[src/rtl/nand_logic_unit_pkg.sv]
// Shared definitions for the NAND logic unit: mode select width and encodings.
package nlu_pkg;

    localparam int MODE_W = 3;

    localparam logic [MODE_W-1:0] MODE_NOT  = 3'b000;
    localparam logic [MODE_W-1:0] MODE_BUF  = 3'b001;
    localparam logic [MODE_W-1:0] MODE_AND  = 3'b010;
    localparam logic [MODE_W-1:0] MODE_OR   = 3'b011;
    localparam logic [MODE_W-1:0] MODE_NAND = 3'b100;
    localparam logic [MODE_W-1:0] MODE_NOR  = 3'b101;
    localparam logic [MODE_W-1:0] MODE_XOR  = 3'b110;
    localparam logic [MODE_W-1:0] MODE_XNOR = 3'b111;

endpackage

[src/rtl/nand_logic_unit_if.sv]
// Operand/result bus of the NAND logic unit; master drives beats and accepts results.
interface nand_logic_unit_if #(
    parameter int WIDTH = 8
);
    import nlu_pkg::*;

    // Both channels use valid/ready: a transfer happens on a rising clk edge
    // where valid && ready; the sender holds its payload stable while valid && !ready.
    logic              in_valid;
    logic              in_ready;
    logic [MODE_W-1:0] in_mode;
    logic [WIDTH-1:0]  in_a;
    logic [WIDTH-1:0]  in_b;
    logic              out_valid;
    logic              out_ready;
    logic [WIDTH-1:0]  out_y;

    modport master (
        output in_valid, in_mode, in_a, in_b, out_ready,
        input  in_ready, out_valid, out_y
    );

    modport slave (
        input  in_valid, in_mode, in_a, in_b, out_ready,
        output in_ready, out_valid, out_y
    );

endinterface

[src/rtl/nand_logic_unit_nand2_vec.sv]
// Bitwise 2-input NAND primitive; the only place a NAND is expressed in the unit.
module nand2_vec #(
    parameter int WIDTH = 8
) (
    input  logic [WIDTH-1:0] a,
    input  logic [WIDTH-1:0] b,
    output logic [WIDTH-1:0] y
);

    assign y = ~(a & b);

endmodule

[src/rtl/nand_logic_unit.sv]
// Registered bitwise logic unit built from a NAND network, with one output stage.
// Optional transfer counter on port op_count when NLU_OPCOUNT_EN is defined.
module nand_logic_unit
    import nlu_pkg::*;
#(
    parameter int WIDTH = 8,
    parameter int CNT_W = 16
) (
    input  logic                 clk,
    input  logic                 rst_n,
    nand_logic_unit_if.slave     bus
`ifdef NLU_OPCOUNT_EN
    ,
    output logic [CNT_W-1:0]     op_count
`endif
);

    if (WIDTH < 1 || WIDTH > 64) begin : g_bad_width
        $error("nand_logic_unit: WIDTH must be in 1..64");
    end
    if (CNT_W < 1) begin : g_bad_cnt_w
        $error("nand_logic_unit: CNT_W must be at least 1");
    end

    logic [WIDTH-1:0] n_aa, n_bb, n_ab;
    logic [WIDTH-1:0] buf_y, and_y, or_y, nor_y;
    logic [WIDTH-1:0] x_a, x_b, xor_y, xnor_y;

    // Each node is one NAND; a self-NAND is the inverter.
    nand2_vec #(.WIDTH(WIDTH)) u_not_a  (.a(bus.in_a), .b(bus.in_a), .y(n_aa));
    nand2_vec #(.WIDTH(WIDTH)) u_not_b  (.a(bus.in_b), .b(bus.in_b), .y(n_bb));
    nand2_vec #(.WIDTH(WIDTH)) u_nand   (.a(bus.in_a), .b(bus.in_b), .y(n_ab));
    nand2_vec #(.WIDTH(WIDTH)) u_buf    (.a(n_aa),     .b(n_aa),     .y(buf_y));
    nand2_vec #(.WIDTH(WIDTH)) u_and    (.a(n_ab),     .b(n_ab),     .y(and_y));
    nand2_vec #(.WIDTH(WIDTH)) u_or     (.a(n_aa),     .b(n_bb),     .y(or_y));
    nand2_vec #(.WIDTH(WIDTH)) u_nor    (.a(or_y),     .b(or_y),     .y(nor_y));
    // Classic 4-NAND XOR sharing the first NAND(A,B) node.
    nand2_vec #(.WIDTH(WIDTH)) u_xor_a  (.a(bus.in_a), .b(n_ab),     .y(x_a));
    nand2_vec #(.WIDTH(WIDTH)) u_xor_b  (.a(bus.in_b), .b(n_ab),     .y(x_b));
    nand2_vec #(.WIDTH(WIDTH)) u_xor    (.a(x_a),      .b(x_b),      .y(xor_y));
    nand2_vec #(.WIDTH(WIDTH)) u_xnor   (.a(xor_y),    .b(xor_y),    .y(xnor_y));

    logic [WIDTH-1:0] f_y;

    always_comb begin
        f_y = n_aa;
        case (bus.in_mode)
            MODE_NOT:  f_y = n_aa;
            MODE_BUF:  f_y = buf_y;
            MODE_AND:  f_y = and_y;
            MODE_OR:   f_y = or_y;
            MODE_NAND: f_y = n_ab;
            MODE_NOR:  f_y = nor_y;
            MODE_XOR:  f_y = xor_y;
            MODE_XNOR: f_y = xnor_y;
            default:   f_y = n_aa;
        endcase
    end

    logic             valid_q;
    logic [WIDTH-1:0] y_q;
    logic             accept;
    logic             drain;

    assign bus.in_ready  = !valid_q || bus.out_ready;
    assign accept        = bus.in_valid && bus.in_ready;
    assign drain         = valid_q && bus.out_ready;
    assign bus.out_valid = valid_q;
    assign bus.out_y     = y_q;

    // Accept wins over drain so a full stage with out_ready=1 refills in place.
    always_ff @(posedge clk) begin
        if (!rst_n) begin
            valid_q <= 1'b0;
            y_q     <= '0;
        end else if (accept) begin
            valid_q <= 1'b1;
            y_q     <= f_y;
        end else if (drain) begin
            valid_q <= 1'b0;
        end
    end

`ifdef NLU_OPCOUNT_EN
    always_ff @(posedge clk) begin
        if (!rst_n) begin
            op_count <= '0;
        end else if (drain) begin
            op_count <= op_count + CNT_W'(1);
        end
    end
`endif

endmodule

[src/flat_wrapper.sv]
// flat-port wrapper written by rule: the top's interface ports become plain ports
module nand_logic_unit_flat import nlu_pkg::*;
#(
    parameter int WIDTH = 8,
    parameter int CNT_W = 16
)
  (clk, rst_n, bus_in_valid, bus_in_mode, bus_in_a, bus_in_b, bus_out_ready, bus_in_ready, bus_out_valid, bus_out_y);
  nand_logic_unit_if #(.WIDTH(WIDTH)) bus_i ();
  input  logic clk;
  input  logic rst_n;
  input wire logic [$bits(bus_i.in_valid)-1:0] bus_in_valid;
  input wire logic [$bits(bus_i.in_mode)-1:0] bus_in_mode;
  input wire logic [$bits(bus_i.in_a)-1:0] bus_in_a;
  input wire logic [$bits(bus_i.in_b)-1:0] bus_in_b;
  input wire logic [$bits(bus_i.out_ready)-1:0] bus_out_ready;
  output wire logic [$bits(bus_i.in_ready)-1:0] bus_in_ready;
  output wire logic [$bits(bus_i.out_valid)-1:0] bus_out_valid;
  output wire logic [$bits(bus_i.out_y)-1:0] bus_out_y;
  assign bus_i.in_valid = bus_in_valid;
  assign bus_i.in_mode = bus_in_mode;
  assign bus_i.in_a = bus_in_a;
  assign bus_i.in_b = bus_in_b;
  assign bus_i.out_ready = bus_out_ready;
  assign bus_in_ready = bus_i.in_ready;
  assign bus_out_valid = bus_i.out_valid;
  assign bus_out_y = bus_i.out_y;
  nand_logic_unit #(.WIDTH(WIDTH), .CNT_W(CNT_W)) u_core (.clk(clk), .rst_n(rst_n), .bus(bus_i));
endmodule
[config.mk]
export PLATFORM = sky130hd
export DESIGN_NAME = nand_logic_unit_flat
export DESIGN_NICKNAME = d
export VERILOG_FILES = /design/src/rtl/nand_logic_unit_pkg.sv /design/src/rtl/nand_logic_unit_if.sv /design/src/rtl/nand_logic_unit_nand2_vec.sv /design/src/rtl/nand_logic_unit.sv /design/src/flat_wrapper.sv
export SDC_FILE = /design/constraint.sdc
export NUM_CORES = 1
export LEC_CHECK = 0
export ABC_CLOCK_PERIOD_IN_PS = 3540
export BUFFER_PORTS_ARGS = -buffer_cell sky130_fd_sc_hd__buf_2
export CORE_MARGIN = 3
export CORE_UTILIZATION = 56
export DETAILED_ROUTE_END_ITERATION = 16
export PLACE_DENSITY = 0.85
export SYNTH_ARGS = -nofsm -noshare
export SYNTH_HDL_FRONTEND = slang
export SYNTH_SLANG_ARGS = --single-unit
export TNS_END_PERCENT = 10
[constraint.sdc]
create_clock -name clk -period 3.54 [get_ports clk]
set_input_delay 0.708 -clock clk [delete_from_list [all_inputs] [get_ports clk]]
set_output_delay 0.708 -clock clk [all_outputs]
set_load 0.02 [all_outputs]
==> results.py, run 1 <==
metrics = {
    "outcome": {
        "outcome": "completed",
    },
    "global_routing": {
        "grt_max_degree": 44,
        "overflow": 0,
        "grt_pass1_vias": 984,
        "grt_first_pass_wirelength_mm": 4.064,
        "grt_antenna_before_repair": 0,
        "grt_usage": 0.2012,
    },
    "synthesis": {
        "ys_seq_area_frac": 0.1575,
        "yosys.area.top_type": "ha_1",
        "synthFlopType": "dfxtp_1",
        "synth.distinct_cells": 31,
        "syn_nets": 178,
        "ys_seq_elements": 9,
        "syn_inst": 139,
        "ys_warn_count": 0,
        "synth_top_area_share": 0.1751,
        "yosys-top-cells-area": "ha_1, dfxtp_1, a32o_1, mux2i_1, inv_1",
        "synth-edff-count": 0,
        "netlist_area_um2": 1144,
        "synth.avg_cell_area_um2": 8.227,
        "synth_async_sr_flop_share": 0,
    },
    "sta": {
        "max_freq_mhz": 538.6,
        "timing.final.crit_period_ns": 1.857,
        "clock_skew_ns": 0.01181,
        "setup_tns_ns": 0,
        "hold_violations": 0,
        "setup_viol": 0,
        "hold_ws_ns": 0.4673,
        "period_share": 0.5245,
        "rsz0062_at_grt": "false",
        "drv_slew": 0,
        "relSlewSlack": 0.4909,
        "tightest_slew_ns": 0.7620,
    },
    "floorplan": {
        "fp.dieH_um": 51.19,
        "io_pins": 33,
        "rows": 15,
        "initial_utilization": 0.6282,
        "die_x_um": 51.19,
        "core_um2": 1821,
        "die-area_um2": 2620,
    },
    "setup_path": {
        "crit_top_cell": "buf_2",
        "setup.worst_path.start_class": "input pin",
        "path_cells": "buf_2 -> nand2b_1 -> buf_2",
        "slowest_delay_ns": 0.18,
        "end_kind": "primary output",
        "ff2ff_path_depth": 3,
        "cp_slowest_cell": "buf_2",
        "critical_path.max_fanout": 4,
        "critPathBufInv": 2,
        "r2r_end": "u_core.bus.out_y[1]",
        "critPathArrivalTime_ns": 1.15,
        "r2r_slack_ns": 2.17,
        "worstSetupPathType": "input pin to primary output",
        "r2r_start": "u_core.bus.out_valid",
        "cpLargestDelayFamily": "buffers and inverters",
        "crit_required_ns": 2.83,
    },
    "pwr": {
        "ir_drop_uv": 243.4,
        "p_leak_nw": 0.6267,
        "power.density_nw_per_um2": 263.8,
    },
    "placed_design": {
        "dpl.hpwl_mm": 1.859,
        "port-buffer-count": 32,
        "gp_congestion": 0.7801,
    },
    "cts": {
        "cts_root_buffer": "clkbuf_4",
        "cts_sinks": 9,
        "tritoncts": "done",
        "postCtsSetupBuffers": 0,
        "htreeDepth": 1,
        "hold_buffers": 0,
        "clk_pin_slew_worst_paths_ns": 0.06,
        "clock_path_buffers": 2,
        "clk_latency_ns": 0.28,
        "cts.repair.resized": 0,
        "numCtsBuffers": 3,
    },
    "layout": {
        "syn2layout_area_growth_pct": 9.957,
        "drive_above_1_share": 0.2317,
        "fillCellCount": 171,
        "antenna_cells": 0,
        "fin_nets": 204,
    },
    "min_path": {
        "hold_end": "u_core.bus.out_y[2]",
        "holdPathStages": 1,
        "min_from": "u_core.bus.out_y[2]",
        "hp-class": "flop to flop",
    },
    "routing": {
        "avgRoutedWirePerCell_um": 13.15,
        "route.vias.total": 1093,
        "drt_iter0_markers": 23,
        "final_antenna_net_count": 0,
        "drc_errors": 0,
        "viasPerCell": 5.783,
        "firstDrtPassIters": 4,
        "drt-total-wl_mm": 2.485,
    },
    "run": {
        "maxCapViolCount": 0,
    },
}
where the power goes:
group / internal (W) / leakage [nW] / switching [W]
registers: 0.000110 / 0.0744 / 0.00000395
clock network: 0.0000420 / 0.0177 / 0.0000463
logic: 0.0000552 / 0.535 / 0.0000743
total: 0.000207 / 0.627 / 0.000125
cells in the mapped netlist, types with 2 or more instances:
master / instances
a21oi_1: 8
xnor2_1: 2
inv_1: 17
a32o_1: 7
nand3_1: 2
ha_1: 16
a311o_1: 3
and2_1: 3
mux2i_1: 7
nand2_1: 9
o21ai_1: 7
nor2_1: 4
dfxtp_1: 9
buf_2: 5
o21a_1: 3
a211o_1: 3
nor2b_1: 8
buf_6: 4
o211ai_1: 7
nor3_1: 4
sequential cells by signal (all words and copies together), names as in the netlist:
register / count
u_core.bus.out_y: 8
u_core.bus.out_valid: 1
metal layers:
layer	wire length, um	GRT usage
met4	26	0.06726
met5	0	0
met3	178	0.04665
met2	1246	0.3605
met1	1033	0.2317
stage by stage:
step | total power, W | setup WS [ns] | utilization | instance area, um^2 | std cells
after floorplan | 0.0002151 | 1.786 | - | 1144 | 139
after global placement | 0.0002377 | 1.518 | 0.6756 | 1230 | 185
after detailed placement | 0.0002457 | 1.459 | 0.6756 | 1230 | 185
after CTS | 0.0003331 | 1.690 | 0.6907 | 1257 | 189
after global routing | 0.0003514 | 1.646 | 0.6907 | 1257 | 189
final | 0.0003317 | 1.683 | 0.6907 | 1257 | 189
cell type report:
cell class | count | area (um^2) | area share
Clock buffer | 3 | 22.52 | 0.01791
Clock inverter | 1 | 5.005 | 0.003980
Inverter | 17 | 63.81 | 0.05075
Multi-Input combinational cell | 102 | 794.5 | 0.6318
Sequential cell | 9 | 180.2 | 0.1433
Tap cell | 25 | 31.28 | 0.02488
Timing Repair Buffer | 32 | 160.2 | 0.1274
kinds of logic (layout without fill, tap and decap cells):
| family | count (synthesis) | in the layout | share of synthesized area |
|---|---|---|---|
| multiplexers | 7 | 7 | 0.06127 |
| buffers and inverters | 28 | 53 | 0.1477 |
| flip-flops | 9 | 9 | 0.1575 |
| AO/OA/AOI/OAI | 44 | 44 | 0.2878 |
| AND/OR/NAND/NOR | 33 | 33 | 0.1554 |
| adder cells (fa/ha/maj) | 16 | 16 | 0.1751 |
| XOR/XNOR | 2 | 2 | 0.01532 |
cells in the final DEF, fill, tap and decap left out, drive strengths merged:
cell     n
buf     32
inv     17
ha      16
nand2    9
dfxtp    9
nor2b    8
a21oi    8
o211ai   8
o21ai    7
mux2i    7
a32o     7
nor3     5
nor2     4
and2     3
o21a     3
a211o    3
a311o    3
clkbuf   3
nand3    2
xnor2    2
a21boi   2
nand2b   1
nand3b   1
a21o     1
a311oi   1
a22o     1
clkinv   1
how the worst max path moves through the flow:
| stage | cells after the start | end | startpoint |
|---|---|---|---|
| floorplan | 5 | u_core.bus.out_y[4] | bus_in_b[4] |
| global placement | 4 | u_core.bus.out_y[3] | bus_in_mode[1] |
| detailed placement | 4 | u_core.bus.out_y[2] | bus_in_mode[1] |
| CTS | 3 | bus_in_ready | bus_out_ready |
| global route | 3 | bus_in_ready | bus_out_ready |
| finish | 3 | bus_in_ready | bus_out_ready |
Power figures use the tool's default switching activity.
==> inputs of run 2 (changes only) <==
Settings changed: ABC_CLOCK_PERIOD_IN_PS 3540 to 1900, CORE_ASPECT_RATIO set to 0.6, CORE_UTILIZATION 56 to 52, PLACE_DENSITY 0.85 to 0.8.
Clock period 3.54 ns to 1.9 ns, I/O delays scaled along.
==> results.py, run 2 (synthesis gave the netlist of run 1 again) <==
metrics = {
    "outcome": {
        "outcome": "completed",
    },
    "global_routing": {
        "grt_max_degree": 37,
        "grt_pass1_vias": 1001,
        "grt_antenna_before_repair": 0,
        "overflow": 0,
        "grt_first_pass_wirelength_mm": 4.167,
        "grt_usage": 0.1925,
    },
    "routing": {
        "avgRoutedWirePerCell_um": 12.73,
        "drt_iter0_markers": 64,
        "drt-total-wl_mm": 2.483,
        "viasPerCell": 5.590,
        "firstDrtPassIters": 4,
        "route.vias.total": 1090,
        "final_antenna_net_count": 0,
        "drc_errors": 0,
    },
    "sta": {
        "hold_violations": 0,
        "setup_viol": 0,
        "max_freq_mhz": 681.6,
        "timing.final.crit_period_ns": 1.467,
        "relSlewSlack": 0.6215,
        "clock_skew_ns": 0.001254,
        "rsz0062_at_grt": "false",
        "fin_ws_ns": 0.4328,
        "period_share": 0.7722,
        "setup_tns_ns": 0,
        "drv_slew": 0,
        "tightest_slew_ns": 0.5677,
    },
    "cts": {
        "clock_path_buffers": 2,
        "cts_root_buffer": "clkbuf_8",
        "htreeDepth": 1,
        "hold_buffers": 0,
        "cts.repair.resized": 0,
        "cts_sinks": 9,
        "clk_latency_ns": 0.24,
        "postCtsSetupBuffers": 0,
        "numCtsBuffers": 3,
        "clk_pin_slew_worst_paths_ns": 0.05,
        "tritoncts": "done",
    },
    "placed_design": {
        "dp.cells": 191,
        "dpl_worst_slack_ns": 0.1935,
        "port-buffer-count": 32,
        "gp_congestion": 0.7388,
        "dpl-instance-area_um2": 1256,
        "dpl.hpwl_mm": 1.944,
    },
    "layout": {
        "fillCellCount": 182,
        "final_area_um2": 1301,
        "largest_register_ffs": 8,
        "antenna_cells": 0,
        "final_common_cell": "buf_2",
        "fin_nets": 207,
        "drive_above_1_share": 0.2395,
        "syn2layout_area_growth_pct": 13.79,
        "final_cells": 195,
        "final_cell_mix": "buf_2, inv_1, ha_1",
    },
    "setup_path": {
        "crit_required_ns": 2.03,
        "ff2ff_path_depth": 4,
        "worstSetupPathType": "input pin to flop",
        "end_kind": "flop",
        "critical_path.max_fanout": 36,
        "setup.worst_path.start_class": "input pin",
        "critPathArrivalTime_ns": 1.59,
    },
    "pwr": {
        "seq_power_share": 0.311,
        "ir_drop_uv": 364.4,
        "finalPower_w": 0.0006879,
        "internal_power_w": 0.0004595,
        "p_sw_w": 0.0002284,
        "switching_share": 0.3320,
        "clockPowerShare": 0.331,
        "p_leak_nw": 0.6465,
        "p_comb_frac": 0.358,
        "power.density_nw_per_um2": 528.6,
    },
    "floorplan": {
        "io_pins": 33,
        "fp.dieH_um": 42.33,
        "die_x_um": 66.54,
        "initial_utilization": 0.5814,
        "core_um2": 1967,
        "die-area_um2": 2816,
        "rows": 12,
    },
    "run": {
        "maxCapViolCount": 0,
    },
    "min_path": {
        "hp-class": "input pin to flop",
        "holdPathStages": 2,
    },
}
run 2: cell types whose count changed in the layout (fill, tap and decap cells not counted), sizes merged:
cell    delta
clkinv     -1
clkbuf     +1
buf        +3
run 2: layer usage:
| metal | wire length (um) | GRT usage |
|---|---|---|
| met1 | 1113 | 0.2201 |
| met2 | 1160 | 0.3445 |
| met3 | 194 | 0.06166 |
| met4 | 14 | 0.04453 |
| met5 | 0 | 0 |
run 2: final timing paths:
check | from | to | slack, ns
setup / recovery | bus_in_mode[1] | u_core.bus.out_y[0] | 0.43
hold reg to reg | u_core.bus.out_y[4] | u_core.bus.out_y[4] | 0.46
hold / removal | rst_n | u_core.bus.out_valid | 0.42
setup reg to reg | u_core.bus.out_valid | u_core.bus.out_y[1] | 0.66
run 2: area by class of cell:
cell class	count	area (um^2)	share of cell area
inverter	17	63.81	0.04904
clock buffer	4	45.04	0.03462
timing repair buffer	35	182.7	0.1404
tap	28	35.03	0.02692
multi-input combinational	102	794.5	0.6106
sequential	9	180.2	0.1385
run 2: stage by stage:
step / util / hold slack [ns]
CTS: 0.6616 / 0.4195
global placement: 0.6387 / 0.4506
global route: 0.6616 / 0.4256
floorplan: - / 0.5188
detailed placement: 0.6387 / 0.4542
finish: 0.6616 / 0.4245
run 2: worst max-delay path, stage by stage:
cell     delay [ns]
buf_2          0.45
mux2i_1        0.16
a311o_1        0.35
a32o_1         0.24
run 2: power groups by stage:
| stage | Combinational, W | Sequential, W | Clock (W) |
|---|---|---|---|
| global route | 0.000275 | 0.000215 | 0.000244 |
| CTS | 0.000247 | 0.000214 | 0.000232 |
| floorplan | 0.000164 | 0.000237 | 0 |
| global placement | 0.000231 | 0.000217 | 0 |
| finish | 0.000246 | 0.000214 | 0.000228 |
| detailed placement | 0.000245 | 0.000217 | 0 |
